File: config.mk
export PLATFORM = sky130hd
export DESIGN_NAME = tmr_uart_tx
export DESIGN_NICKNAME = d
export VERILOG_FILES = /design/src/rtl/tmr_pkg.sv /design/src/rtl/tmr_sync_fifo.sv /design/src/rtl/tmr_uart_tx.sv
export SDC_FILE = /design/constraint.sdc
export NUM_CORES = 1
export LEC_CHECK = 0
export ABC_AREA = 1
export CAP_MARGIN = 5
export CORE_MARGIN = 5
export CORE_UTILIZATION = 50
export CTS_BUF_LIST = sky130_fd_sc_hd__clkbuf_8
export DETAILED_ROUTE_END_ITERATION = 8
export PLACE_DENSITY = 0.69
export SLEW_MARGIN = 20
export SYNTH_ARGS = -nofsm -noshare
export SYNTH_HDL_FRONTEND = slang
export SYNTH_SLANG_ARGS = --single-unit
File: constraint.sdc
create_clock -name clk -period 2.6 [get_ports clk]
set_input_delay 0.26 -clock clk [delete_from_list [all_inputs] [get_ports clk]]
set_output_delay 0.26 -clock clk [all_outputs]
set_load 0.02 [all_outputs]
File: src/rtl/tmr_pkg.sv
// Shared types and default baud constants for the TMR UART transmit path.
package tmr_pkg;

  typedef enum logic [1:0] {
    IDLE  = 2'd0,
    START = 2'd1,
    DATA  = 2'd2,
    STOP  = 2'd3
  } uart_state_e;

  localparam int CLK_HZ           = 50_000_000;
  localparam int BAUD             = 115_200;
  localparam int DEF_CLKS_PER_BIT = CLK_HZ / BAUD;  // 434 at 50 MHz / 115200

endpackage

File: src/rtl/tmr_sync_fifo.sv
// Synchronous FIFO with separate occupancy counter; a push on a full FIFO
// is accepted when a pop happens in the same cycle.
module tmr_sync_fifo
#(
  parameter int DATA_WIDTH = 8,
  parameter int FIFO_AW    = 4,
  parameter int DEPTH      = 1 << FIFO_AW
) (
  input  logic                  clk,
  input  logic                  rst_n,
  input  logic                  push_i,
  input  logic [DATA_WIDTH-1:0] push_data_i,
  input  logic                  pop_i,
  output logic [DATA_WIDTH-1:0] pop_data_o,
  output logic                  full_o,
  output logic                  empty_o,
  output logic [FIFO_AW:0]      level_o
);

  localparam int LVL_W = FIFO_AW + 1;

  logic [DATA_WIDTH-1:0] mem_q [DEPTH];
  logic [FIFO_AW-1:0]    wr_ptr_q, rd_ptr_q;
  logic [FIFO_AW:0]      level_q;
  logic                  do_push, do_pop;

  assign full_o     = (level_q == LVL_W'(DEPTH));
  assign empty_o    = (level_q == '0);
  assign level_o    = level_q;
  assign do_pop     = pop_i && !empty_o;
  assign do_push    = push_i && (!full_o || do_pop);
  assign pop_data_o = mem_q[rd_ptr_q];

  always_ff @(posedge clk or negedge rst_n) begin
    if (!rst_n) begin
      wr_ptr_q <= '0;
      rd_ptr_q <= '0;
      level_q  <= '0;
    end else begin
      if (do_push) wr_ptr_q <= wr_ptr_q + 1'b1;
      if (do_pop)  rd_ptr_q <= rd_ptr_q + 1'b1;
      case ({do_push, do_pop})
        2'b10:   level_q <= level_q + 1'b1;
        2'b01:   level_q <= level_q - 1'b1;
        default: level_q <= level_q;
      endcase
    end
  end

  // Storage needs no reset: only entries below level_q are ever read out.
  always_ff @(posedge clk) begin
    if (do_push) mem_q[wr_ptr_q] <= push_data_i;
  end

endmodule

File: src/rtl/tmr_uart_tx.sv
// UART transmitter for the voted byte stream: FIFO-buffered, 8N1-style frames,
// back-to-back frames with no idle gap, sticky overflow on dropped bytes.
module tmr_uart_tx
  import tmr_pkg::*;
#(
  parameter int DATA_WIDTH   = 8,
  parameter int CLKS_PER_BIT = DEF_CLKS_PER_BIT,
  parameter int FIFO_DEPTH   = 16,
  parameter int FIFO_AW      = 4
) (
  input  logic                  clk,
  input  logic                  rst_n,
  input  logic [DATA_WIDTH-1:0] in_data,
  input  logic                  in_valid,
  input  logic                  overflow_clr,
  output logic                  uart_txd,
  output logic                  tx_busy,
  output logic [FIFO_AW:0]      fifo_level,
  output logic                  fifo_full,
  output logic                  fifo_empty,
  output logic                  overflow
);

  localparam int BAUD_W = (CLKS_PER_BIT > 1) ? $clog2(CLKS_PER_BIT) : 1;
  localparam int BIT_W  = (DATA_WIDTH > 1) ? $clog2(DATA_WIDTH) : 1;

  uart_state_e           state_q, state_d;
  logic [BAUD_W-1:0]     baud_q, baud_d;
  logic [BIT_W-1:0]      bit_idx_q, bit_idx_d;
  logic [DATA_WIDTH-1:0] shift_q, shift_d;
  logic                  txd_q, txd_d;
  logic                  overflow_q, overflow_d;
  logic                  pop, baud_end, drop;
  logic [DATA_WIDTH-1:0] fifo_head;

  tmr_sync_fifo #(
    .DATA_WIDTH (DATA_WIDTH),
    .FIFO_AW    (FIFO_AW),
    .DEPTH      (FIFO_DEPTH)
  ) u_fifo (
    .clk         (clk),
    .rst_n       (rst_n),
    .push_i      (in_valid),
    .push_data_i (in_data),
    .pop_i       (pop),
    .pop_data_o  (fifo_head),
    .full_o      (fifo_full),
    .empty_o     (fifo_empty),
    .level_o     (fifo_level)
  );

  assign baud_end = (baud_q == BAUD_W'(CLKS_PER_BIT - 1));
  // A full FIFO still takes the byte if the FSM frees a slot this cycle.
  assign drop       = in_valid && fifo_full && !pop;
  assign overflow_d = drop || (overflow_q && !overflow_clr);

  always_comb begin
    state_d   = state_q;
    baud_d    = baud_q;
    bit_idx_d = bit_idx_q;
    shift_d   = shift_q;
    txd_d     = txd_q;
    pop       = 1'b0;
    case (state_q)
      IDLE: begin
        txd_d = 1'b1;
        if (!fifo_empty) begin
          pop     = 1'b1;
          shift_d = fifo_head;
          txd_d   = 1'b0;
          baud_d  = '0;
          state_d = START;
        end
      end
      START: begin
        baud_d = baud_q + 1'b1;
        if (baud_end) begin
          baud_d    = '0;
          bit_idx_d = '0;
          txd_d     = shift_q[0];
          shift_d   = shift_q >> 1;
          state_d   = DATA;
        end
      end
      DATA: begin
        baud_d = baud_q + 1'b1;
        if (baud_end) begin
          baud_d = '0;
          if (bit_idx_q == BIT_W'(DATA_WIDTH - 1)) begin
            txd_d   = 1'b1;
            state_d = STOP;
          end else begin
            bit_idx_d = bit_idx_q + 1'b1;
            txd_d     = shift_q[0];
            shift_d   = shift_q >> 1;
          end
        end
      end
      default: begin  // STOP: chain straight into the next start bit if data waits
        baud_d = baud_q + 1'b1;
        if (baud_end) begin
          baud_d = '0;
          if (!fifo_empty) begin
            pop     = 1'b1;
            shift_d = fifo_head;
            txd_d   = 1'b0;
            state_d = START;
          end else begin
            state_d = IDLE;
          end
        end
      end
    endcase
  end

  always_ff @(posedge clk or negedge rst_n) begin
    if (!rst_n) begin
      state_q    <= IDLE;
      baud_q     <= '0;
      bit_idx_q  <= '0;
      shift_q    <= '0;
      txd_q      <= 1'b1;
      overflow_q <= 1'b0;
    end else begin
      state_q    <= state_d;
      baud_q     <= baud_d;
      bit_idx_q  <= bit_idx_d;
      shift_q    <= shift_d;
      txd_q      <= txd_d;
      overflow_q <= overflow_d;
    end
  end

  assign uart_txd = txd_q;
  assign tx_busy  = (state_q != IDLE);
  assign overflow = overflow_q;

endmodule

==> impl_metrics.json <==
{
  "drv_slew": 0,
  "grt_pass1_wl_um": 26670,
  "vias_per_cell": 5.212,
  "synth_cells": 797,
  "critPathSlowestCell": "dfrtp_1",
  "clk_latency_ns": 0.45,
  "start_kind": "register",
  "path_max_fanout": 5,
  "hpwl_um": 10670,
  "syn_area_sq_um": 7702,
  "overflow": 0,
  "reg2reg_depth": 17,
  "crit_type": "register to register",
  "cts_buffers": 17,
  "fin_skew_ns": 0.01274,
  "r2r-end": "u_fifo.level_o[4]",
  "gp_congestion": 0.8595,
  "first_global_vias": 5092,
  "wl_um": 16790,
  "worst_pin_slew_ns": 0.8481,
  "yosys.area.top_type": "edfxtp_1",
  "critPathArrivalTime_ns": 2.75,
  "die_w_um": 134.1,
  "synth.top_cells.by_count": "nand2_1, edfxtp_1, nand3_1, inv_1, nor2_1",
  "n_fill_cell": 1269,
  "ir_worst_vdd_v": 0.0008612,
  "cts_buffer_depth": 2,
  "grt_usage": 0.1914,
  "cts_tree": "built",
  "regToRegStartpoint": "u_fifo.level_o[0]",
  "whs_path_depth": 2,
  "wl_per_cell_um": 16.46,
  "drc": 0,
  "postRouteAntennaNets": 0,
  "grt_max_degree": 70,
  "yosysWarnings": 0,
  "cp.required_ns": 2.92,
  "core_sq_um": 15150,
  "vias": 5316,
  "die_y_um": 134.1,
  "port_buffers": 21,
  "slew_headroom": 0.4346,
  "synth_top_area_frac": 0.4990,
  "drv_cap": 0,
  "area_growth_pct": 10.27,
  "outcome": "complete, no violations",
  "die_area_sq_um": 17990,
  "h-tree-depth": 4,
  "setup_tns_ns": 0,
  "cts_sinks": 165,
  "total_power_w": 0.005832,
  "fin_crit_ns": 2.430,
  "syn_nets": 825,
  "antennaDiodeCount": 0,
  "setup_slack_ns": 0.1703,
  "holdPathEnd": "overflow",
  "ys_types": 30,
  "first_pass_iters": 5,
  "synth_area_leaders": "edfxtp_1, nand2_1, dfrtp_1",
  "final_layout_size_suffix_gt1_frac": 0.09856,
  "layout.nets": 848,
  "startpoint": "u_fifo.level_o[0]",
  "seq_area_frac_synth": 0.6194,
  "synthArstFlopShare": 0.2242,
  "clkTransAtPathRegs_ns": 0.08,
  "worstHoldStart": "overflow_clr",
  "syn_avg_cell_area_sq_um": 9.664,
  "drtIter0Drc": 430,
  "timing.fmax_ghz": 0.4116,
  "power_leakage_nw": 3.605,
  "synth_flop_cell": "edfxtp_1",
  "ios": 22,
  "place_ws_ns": -0.02383,
  "hold_viol_final": 0,
  "cts-root-buf": "clkbuf_8",
  "critPathMaxStageDelay_ns": 0.48,
  "ys_ff_latch": 165,
  "start_util": 0.5086,
  "antenna_found_initial": 0,
  "yosysMostFrequentCell": "nand2_1",
  "fin_crit_sh": 0.9345,
  "synth_edf_count": 128,
  "row_count": 45,
  "reg2reg_slack_ns": 0.17,
  "powerDensity_nw_per_um2": 686.7,
  "path_cells": "nor2_4 > nand4_4 > o21ai_1 > inv_1 > nand2_4 > nand2_4 > nand2_4 > ha_4 > xor2_1 > ha_1 > nor2_2 > nor2_1 > nand2_1 > nand3_1 > nand2_1 > nand2_1 > o21ai_0",
  "setup_viol_count_final": 0,
  "cp-end-kind": "register",
  "hold_path.class": "primary input to register"
}
==> through the flow <==
stage | hold slack, ns | cells | cell area [sq um] | utilization
final | 0.3863 | 1020 | 8493 | 0.5608
after floorplan | -0.03559 | 797 | 7702 | -
after CTS | 0.3659 | 1015 | 8426 | 0.5563
after global routing | 0.3737 | 1020 | 8493 | 0.5608
after global placement | 0.4040 | 983 | 8058 | 0.5320
after detailed placement | 0.4127 | 983 | 8058 | 0.5320
==> registers in the layout, indices dropped and copies added (netlist names) <==
register and cells:
u_fifo.mem_q 128, baud_q 9, shift_q 8, u_fifo.level_o 5
u_fifo.rd_ptr_q 4, u_fifo.wr_ptr_q 4, bit_idx_q 3, state_q 2
overflow 1, uart_txd 1
==> power breakdown <==
group | internal [W] | switching (W) | leakage, nW
Sequential | 0.00308 | 0.000138 | 1.62
Clock | 0.000821 | 0.000887 | 0.182
Combinational | 0.000306 | 0.000598 | 1.81
Total | 0.00421 | 0.00162 | 3.60
==> worst max-delay path by stage <==
stage,to,depth (start not counted)
global route,u_fifo.level_o[4],18
finish,u_fifo.level_o[4],17
global placement,u_fifo.level_o[4],20
detailed placement,u_fifo.level_o[4],20
floorplan,u_fifo.level_o[4],17
CTS,u_fifo.level_o[4],20
==> layout make-up <==
type / instances / area (sq um) / share of cell area
tap: 188 / 235.2 / 0.02770
timing repair buffer: 35 / 325.3 / 0.03830
sequential: 165 / 4773 / 0.5620
clock inverter: 14 / 121.4 / 0.01429
clock buffer: 17 / 234.0 / 0.02755
inverter: 96 / 360.3 / 0.04243
multi-input combinational: 505 / 2444 / 0.2877
==> repair_timing <==
action,4_1_cts,5_1_grt
pin swaps,0,1
setup endpoints to repair,1,2
hold buffers,1,0
buffers inserted,0,5
gates resized for setup,1,7
hold endpoints to repair,36,0
==> kinds of logic (layout without fill, tap and decap cells) <==
logic type	Yosys count	in the layout	synth area share
buf+inv	127	162	0.06741
compound gates	37	37	0.02664
flops	165	165	0.6194
fa+ha+maj	16	16	0.02599
simple gates	440	440	0.2469
xor+xnor	12	12	0.01365
==> critical path: cells and delay by family, from the launching register on <==
family	cells	cell delay, ns
AO/OA/AOI/OAI	2	0.19
XOR/XNOR	1	0.19
adder cells (fa/ha/maj)	2	0.36
buffers and inverters	1	0.08
flip-flops	1	0.48
AND/OR/NAND/NOR	11	0.99
==> layer usage <==
metal | up-vias | part of all wire | GRT usage
met5 | - | 0 | 0
met3 | 31 | 0.059 | 0.05064
li1 | 2624 | - | -
met1 | 2504 | 0.43 | 0.2516
met4 | 0 | 0.026 | 0.07127
met2 | 157 | 0.49 | 0.3080
==> placed cells by master (no fill, tap or decap) <==
cell / synthesis / routed
a21oi_1: 5 / 5
buf_12: 0 / 1
buf_2: 13 / 1
buf_4: 1 / 12
bufinv_16: 0 / 2
clkbuf_8: 0 / 17
clkdlybuf4s50_1: 0 / 20
clkinv_1: 2 / 5
clkinv_2: 0 / 4
clkinvlp_4: 0 / 3
dfrtp_1: 36 / 34
dfrtp_2: 0 / 2
dfstp_2: 1 / 1
dlygate4sd3_1: 0 / 1
edfxtp_1: 128 / 128
ha_1: 16 / 15
ha_4: 0 / 1
inv_1: 90 / 92
inv_2: 4 / 4
nand2_1: 262 / 262
nand2_2: 5 / 5
nand2_4: 3 / 3
nand3_1: 109 / 109
nand3_4: 1 / 1
nand4_4: 0 / 1
nor2_1: 38 / 36
nor2_2: 20 / 21
nor2_4: 0 / 1
nor3_2: 1 / 1
o211ai_1: 3 / 3
o21a_1: 1 / 1
o21ai_0: 23 / 22
o21ai_1: 0 / 1
o21ai_2: 1 / 1
o22ai_1: 3 / 3
o31ai_1: 1 / 1
xnor2_1: 4 / 4
xor2_1: 8 / 8
(Power assumes the default switching activity.)
